File: config.mk
export PLATFORM = sky130hd
export DESIGN_NAME = alu_operand_sequencer
export DESIGN_NICKNAME = d
export VERILOG_FILES = /design/src/rtl/alu_operand_sequencer.sv
export SDC_FILE = /design/constraint.sdc
export NUM_CORES = 1
export LEC_CHECK = 0
export CORE_MARGIN = 8
export CORE_UTILIZATION = 54
export DETAILED_ROUTE_END_ITERATION = 7
export PLACE_DENSITY = 0.78
export SLEW_MARGIN = 10
export SYNTH_ARGS = -nofsm -noshare
export SYNTH_HDL_FRONTEND = slang
export SYNTH_SLANG_ARGS = --single-unit
export TNS_END_PERCENT = 5
File: constraint.sdc
create_clock -name clock -period 2.8 [get_ports clock]
set_input_delay 0.56 -clock clock [delete_from_list [all_inputs] [get_ports clock]]
set_output_delay 0.56 -clock clock [all_outputs]
set_load 0.05 [all_outputs]
File: src/rtl/alu_operand_sequencer.sv
// alu_operand_sequencer: collects operand A, operand B and opcode from the
// board keys, issues them to the mini ALU over req/ack, and shows the result.
//
// Ports:
//   clock, reset            rising-edge clock, async active-high reset
//   key[7:0]                [3:0] data, [4] enter, [5] clear, [6] chain, [7] unused
//   alu_a/alu_b/alu_op      operands and opcode presented to the ALU (registered)
//   alu_req                 request to the ALU responder (registered)
//   alu_ack                 responder ack; alu_result/carry/zero valid with it
//   led[7:0]                status/result display, decoded from registers
module alu_operand_sequencer #(
    parameter int unsigned DEBOUNCE_CYCLES = 16,
    parameter int unsigned ACK_TIMEOUT     = 255
) (
    input  logic       clock,
    input  logic       reset,
    input  logic [7:0] key,
    output logic [3:0] alu_a,
    output logic [3:0] alu_b,
    output logic [1:0] alu_op,
    output logic       alu_req,
    input  logic       alu_ack,
    input  logic [3:0] alu_result,
    input  logic       alu_carry,
    input  logic       alu_zero,
    output logic [7:0] led
);

    localparam int unsigned DB_W = $clog2(DEBOUNCE_CYCLES + 1);
    localparam int unsigned TO_W = (ACK_TIMEOUT > 1) ? $clog2(ACK_TIMEOUT + 1) : 1;
    localparam logic [DB_W-1:0] DB_LAST = DB_W'(DEBOUNCE_CYCLES - 1);
    localparam logic [TO_W-1:0] TO_LAST = TO_W'(ACK_TIMEOUT - 1);
    localparam bit TO_EN = (ACK_TIMEOUT != 0);

    typedef enum logic [2:0] {
        GET_A  = 3'd0,
        GET_B  = 3'd1,
        GET_OP = 3'd2,
        ISSUE  = 3'd3,
        SHOW   = 3'd4
    } state_t;

    // key[7] carries no function
    logic key_unused;
    assign key_unused = key[7];

    // Two-flop synchronizer for data and control keys
    logic [6:0] sync_meta;
    logic [6:0] sync_q;

    always_ff @(posedge clock or posedge reset) begin
        if (reset) begin
            sync_meta <= '0;
            sync_q    <= '0;
        end else begin
            sync_meta <= key[6:0];
            sync_q    <= sync_meta;
        end
    end

    logic [3:0] data;
    logic [2:0] ctl_sync;
    assign data     = sync_q[3:0];
    assign ctl_sync = sync_q[6:4];

    // Debounce enter/clear/chain: level flips after DEBOUNCE_CYCLES stable mismatches
    logic [2:0]      deb_q;
    logic [2:0]      deb_prev;
    logic [DB_W-1:0] deb_cnt [3];

    always_ff @(posedge clock or posedge reset) begin
        if (reset) begin
            deb_q    <= '0;
            deb_prev <= '0;
            for (int i = 0; i < 3; i++) begin
                deb_cnt[i] <= '0;
            end
        end else begin
            deb_prev <= deb_q;
            for (int i = 0; i < 3; i++) begin
                if (ctl_sync[i] != deb_q[i]) begin
                    if (deb_cnt[i] == DB_LAST) begin
                        deb_q[i]   <= ctl_sync[i];
                        deb_cnt[i] <= '0;
                    end else begin
                        deb_cnt[i] <= deb_cnt[i] + DB_W'(1);
                    end
                end else begin
                    deb_cnt[i] <= '0;
                end
            end
        end
    end

    // One-cycle pulse on each rising debounced level
    logic [2:0] pulse_c;
    logic       enter_c;
    logic       clear_c;
    logic       chain_c;
    assign pulse_c = deb_q & ~deb_prev;
    assign enter_c = pulse_c[0];
    assign clear_c = pulse_c[1];
    assign chain_c = pulse_c[2];

    // Sequencer FSM and result registers
    state_t          state;
    logic [3:0]      result;
    logic            carry;
    logic            zero;
    logic            error;
    logic            result_valid;
    logic [TO_W-1:0] to_cnt;

    always_ff @(posedge clock or posedge reset) begin
        if (reset) begin
            state        <= GET_A;
            alu_a        <= '0;
            alu_b        <= '0;
            alu_op       <= '0;
            alu_req      <= 1'b0;
            result       <= '0;
            carry        <= 1'b0;
            zero         <= 1'b0;
            error        <= 1'b0;
            result_valid <= 1'b0;
            to_cnt       <= '0;
        end else if (clear_c) begin
            // Clear wins over every other pulse and aborts a pending request
            state        <= GET_A;
            alu_a        <= '0;
            alu_b        <= '0;
            alu_op       <= '0;
            alu_req      <= 1'b0;
            result       <= '0;
            carry        <= 1'b0;
            zero         <= 1'b0;
            error        <= 1'b0;
            result_valid <= 1'b0;
            to_cnt       <= '0;
        end else begin
            case (state)
                GET_A: begin
                    if (enter_c) begin
                        alu_a <= data;
                        state <= GET_B;
                    end else if (chain_c && result_valid) begin
                        alu_a <= result;
                        state <= GET_B;
                    end
                end
                GET_B: begin
                    if (enter_c) begin
                        alu_b <= data;
                        state <= GET_OP;
                    end
                end
                GET_OP: begin
                    if (enter_c) begin
                        alu_op  <= data[1:0];
                        alu_req <= 1'b1;
                        to_cnt  <= '0;
                        state   <= ISSUE;
                    end
                end
                ISSUE: begin
                    if (alu_ack) begin
                        result       <= alu_result;
                        carry        <= alu_carry;
                        zero         <= alu_zero;
                        error        <= 1'b0;
                        result_valid <= 1'b1;
                        alu_req      <= 1'b0;
                        state        <= SHOW;
                    end else if (TO_EN && (to_cnt == TO_LAST)) begin
                        result       <= '0;
                        carry        <= 1'b0;
                        zero         <= 1'b0;
                        error        <= 1'b1;
                        result_valid <= 1'b0;
                        alu_req      <= 1'b0;
                        state        <= SHOW;
                    end else begin
                        to_cnt <= to_cnt + TO_W'(1);
                    end
                end
                SHOW: begin
                    // After a timeout result_valid is 0, so chain is ignored
                    if (enter_c) begin
                        state <= GET_A;
                    end else if (chain_c && result_valid) begin
                        alu_a <= result;
                        state <= GET_B;
                    end
                end
                default: begin
                    state <= GET_A;
                end
            endcase
        end
    end

    // LED decode from registered state
    always_comb begin
        led = 8'h00;
        case (state)
            GET_A:   led = {1'b0, 3'b001, data};
            GET_B:   led = {1'b0, 3'b010, data};
            GET_OP:  led = {1'b0, 3'b100, data};
            ISSUE:   led = 8'h80;
            SHOW:    led = {1'b1, error, zero, carry, result};
            default: led = 8'h00;
        endcase
    end

endmodule

**After elaboration in Yosys (flattened, before gate mapping)**

Index checks and enable logic that the tools add are counted.

- Bits in registers: 65
- Bits of input ports: 17
- Logic and storage cells: 116

- Add/sub/neg operators: 4
- Eq/ne operators: 17
- Multiplexer cells: 54
- Bitwise operators: 2
- Reductions and logical operators: 19

Operators with widths:

| operator | number |
|---|---|
| $mux W4 | 11 |
| $pmux W8 S5 | 1 |
| $mux W8 | 4 |
| $mux W5 | 6 |
| $mux W3 | 8 |
| $mux W1 | 17 |
| $pmux W8 S2 | 1 |
| $add A5 B1 Y5 const B | 3 |
| $eq A5 B4 Y1 const B | 3 |
| $ne A3 B3 Y1 const B | 5 |
| $pmux W3 S5 | 1 |
| $reduce_and A2 Y1 | 7 |
| $reduce_bool A3 Y1 | 3 |
| $add A8 B1 Y8 const B | 1 |
| $eq A8 B8 Y1 const B | 1 |
| $pmux W4 S2 | 1 |
| $reduce_bool A2 Y1 | 4 |
| $eq A3 B2 Y1 const B | 2 |
| $mux W2 | 3 |
| $reduce_and A3 Y1 | 2 |
| $ne A4 B4 Y1 const B | 1 |
| $reduce_and A4 Y1 | 1 |
| $and A3 B3 Y3 | 1 |
| $eq A3 B1 Y1 const B | 1 |
| 6 further kinds | 8 |

**Longest topological paths before layout**

- Depth after elaboration: 7
- Depth in mapped cells: 6
- Depth with buffers taken out: 6

**Worst setup path before layout**

No wires, ideal clock.

- Path kind: reg2out
- Start: reg state[1]
- End: out led[0]
- Arrival time: 1.966 ns
- Setup slack: 0.274 ns
- Stages on the path, launching flop included: 5
- Buffers on the path: 1
- Cell sequence: dfrtp_1 > buf_4 > nor2b_1 > a21oi_1 > o21ai_0

- Word-level cells in the longest chain between the ends: 2
- Elaborated cells between the ends (all ways): 6
- Those cells by class: eq/ne (4); mux (1); reduce/logical (1)

RTL lines:

| what | line | RTL |
|---|---|---|
| start, declared | 106 | `state_t state;` |
| start signal, assigned | 116 | `state <= GET_A;` |
| start signal, assigned | 129 | `state <= GET_A;` |
| start signal, assigned | 145 | `state <= GET_B;` |
| $eq A3 B3 Y1 (tied with other cells) | 205 | `case (state)` |
| $pmux W8 S5 * | 205 |  |
| end, declared | 26 | `output logic [7:0] led` |

Every way passes the cells marked *; elsewhere a longest branch is shown, timed or not.

**Final worst setup path**

- Start: reg state[2]
- End: out led[1]

The elaborated chain is that of the path after synthesis.

==> results.md <==
- Leading cell type in the layout, fill and taps excluded: dfrtp_1
- Final setup violation count: 0
- Post-route setup TNS: 0 ns
- Core region area: 0.00498 mm2
- Post-synth EDFFs: 0
- FILL cells: 392
- Remaining DRCs: 0
- Vias in the first global route: 2012
- Crit path kind: reg -> out
- #FFs+latches synth: 65
- Final Hold Vio Count: 0
- Share of layout cells above drive strength 1: 11.2%
- GPL Wtd Cong: 0.801
- Sequential area share after synthesis: 59.7%
- DR WL/cell: 14.5 um
- Required @ worst endpoint: 2.24 ns
- Synth Flop Type: dfrtp_1
- Min-Delay Path Class: reg -> reg
- CP startpoint kind: register
- First-pass GRT wire length: 9270 um
- Worst-Margin Slew: 0.642 ns
- Distinct cells, synth: 40
- Worst Skew: 0.00750 ns
- Starting Density: 54.8%
- Clk sinks: 65
- Number of port buffers: 34
- Mapped Area: 0.00273 mm2
- Die H: 87.1 um
- Status: complete, no violations
- Cells after synthesis: 247
- Grt total ovfl: 0
- Design Area, Final: 0.00335 mm2
- CTS tree: yes
- Postcts setup bufs: 0
- Worst-path clk slew: 0.06 ns
- Final #Nets: 312
- Largest net degree at the start of global routing: 39
- Fmax achieved: 399 MHz
- Syn_nets: 269
- Crit Path Max Fanout: 15
- DR vias: 1991
- Routed wire length: 5290 um
- Critical path capture point type: primary output
- Synthesis-to-finish area growth: 22.9%
- Leakage power: 1.59 nW
- I/O pin count: 36
- Final Cycle Share: 89.6%
- Row count: 26
- Antenna diodes: 0
- Total Routing Usage GR: 15.7%
- WP data arrival: 1.95 ns
- Worst slew margin: 57.2%
- Ys Warns: 0
- Die W: 87.1 um
- CTS buffer count: 9
- H-tree depth: 3
- Clk buf depth: 2
- Routed Antenna Nets: 0
- DR pass1 iterations: 4
- Synthesized area per cell: 11.0 um2
- PwrDens: 642 mW/mm2
- Placement-stage cell area: 0.00315 mm2
- Total Power: 0.00215 W
- Final HPWL DP: 3860 um
- Post-synth ARST share: 100%
- Die area: 0.00758 mm2
- Final slew viol count: 0
- Avg Vias per Cell: 5.47
- RSZ-0062 raised after global routing: false
- Final min period: 2.51 ns
- Root Buffer: clkbuf_8
- 1st-iter DRT viols: 148
- Initial antenna violation count: 0
- Most frequent cells in the layout: dfrtp_1 (65), clkdlybuf4s50_1 (26), nor2_1 (24)
- Max-cap viol count: 0
- Maximum VDD drop: 0.000423 V
- Clock latency on the worst-skew pair: 0.33 ns
[registers in the layout, indices dropped and copies added, names as in the netlist]
register	cells
deb_cnt	15
to_cnt	8
sync_meta	7
sync_q	7
alu_a	4
alu_b	4
result	4
deb_prev	3
deb_q	3
state	3
alu_op	2
alu_req	1
carry	1
error	1
result_valid	1
zero	1
[metal layers]
metal	wire, um	vias up	global-route usage, %	share of wire (%)
met4	119	0	8.76	2.3
met5	0	-	0	0
met3	226	13	3.68	4.3
met1	2410	985	19.7	46
li1	-	949	-	-
met2	2530	44	24.4	48
[timing repair]
item                                    4_1_cts  5_1_grt
hold buffers                                  0        0
endpoints found under the setup margin        0        1
resized for setup                             0        1
[per-stage QoR]
stage | worst slack, ns | hold slack [ns] | util, % | instances
CTS | 0.154 | 0.352 | 67.3 | 364
detailed placement | 0.517 | 0.337 | 63.3 | 349
floorplan | 0.274 | 0.331 | - | 247
global placement | 0.537 | 0.332 | 63.3 | 349
global route | 0.129 | 0.361 | 67.3 | 364
finish | 0.292 | 0.349 | 67.3 | 364
[power by group]
part	internal, W	switching [W]	total [W]
registers	0.00100	0.0000603	0.00106
clock network	0.000452	0.000326	0.000777
logic	0.000122	0.000190	0.000312
[cell type report]
cell class	count	area (um2)	share of cell area, %
sequential	65	1630	48.5
multi-input combinational	164	1020	30.6
timing repair buffer	39	375	11.2
clock buffer	12	155	4.63
tap	70	87.6	2.61
inverter	11	41.3	1.23
clock inverter	3	40.0	1.19
[logic make-up (layout without fill, tap and decap cells)]
group	after synthesis	in the layout	synth area share, %
adder cells (fa/ha/maj)	5	5	2.29
AO/OA/AOI/OAI	54	54	12.3
buffers and inverters	18	65	2.75
flip-flops	65	65	59.7
XOR/XNOR	10	10	3.21
multiplexers	9	9	3.49
AND/OR/NAND/NOR	86	86	16.3
[cell usage after synthesis, types with 2 or more instances]
cell      instances  area (um2)
a21oi_1          20         100
dfrtp_1          65        1630
xor2_1            9        78.8
nand3_1          12        60.1
a22o_1            6        52.6
mux2i_1           5        50.1
clkbuf_1          4        15.0
and3_1            5        31.3
mux2_2            4        45.0
o31ai_1           5        37.5
or4_1             4        30.0
o211ai_1          2        15.0
inv_1            11        41.3
o22ai_1           4        25.0
nor2_1           24        90.1
buf_4             2        15.0
ha_1              5        62.6
or3_1             2        12.5
a21o_1            2        15.0
nor3_1            6        30.0
nand2_1          12        45.0
and2_1            3        18.8
o21ai_0           9        45.0
nor2b_1          10        62.6
[critical path, stage by stage, from the launching register on]
cell     delay (ns)
dfrtp_1        0.60
nor2b_1        0.46
a21oi_1        0.12
o21ai_0        0.20
buf_4          0.24
[final timing paths]
| check | slack [ns] | from | cells after the start | endpoint |
|---|---|---|---|---|
| max | 0.29 | state[2] | 4 | led[1] |
| min | 0.35 | sync_meta[4] | 0 | sync_q[4] |
| max reg2reg | 0.76 | to_cnt[0] | 6 | result[2] |
| min reg2reg | 0.35 | sync_meta[4] | 0 | sync_q[4] |
| max in group asynchronous | 1.60 | reset | 3 | to_cnt[3] |
| min in group asynchronous | 0.61 | reset | 2 | alu_a[0] |
(Power assumes the default switching activity.)
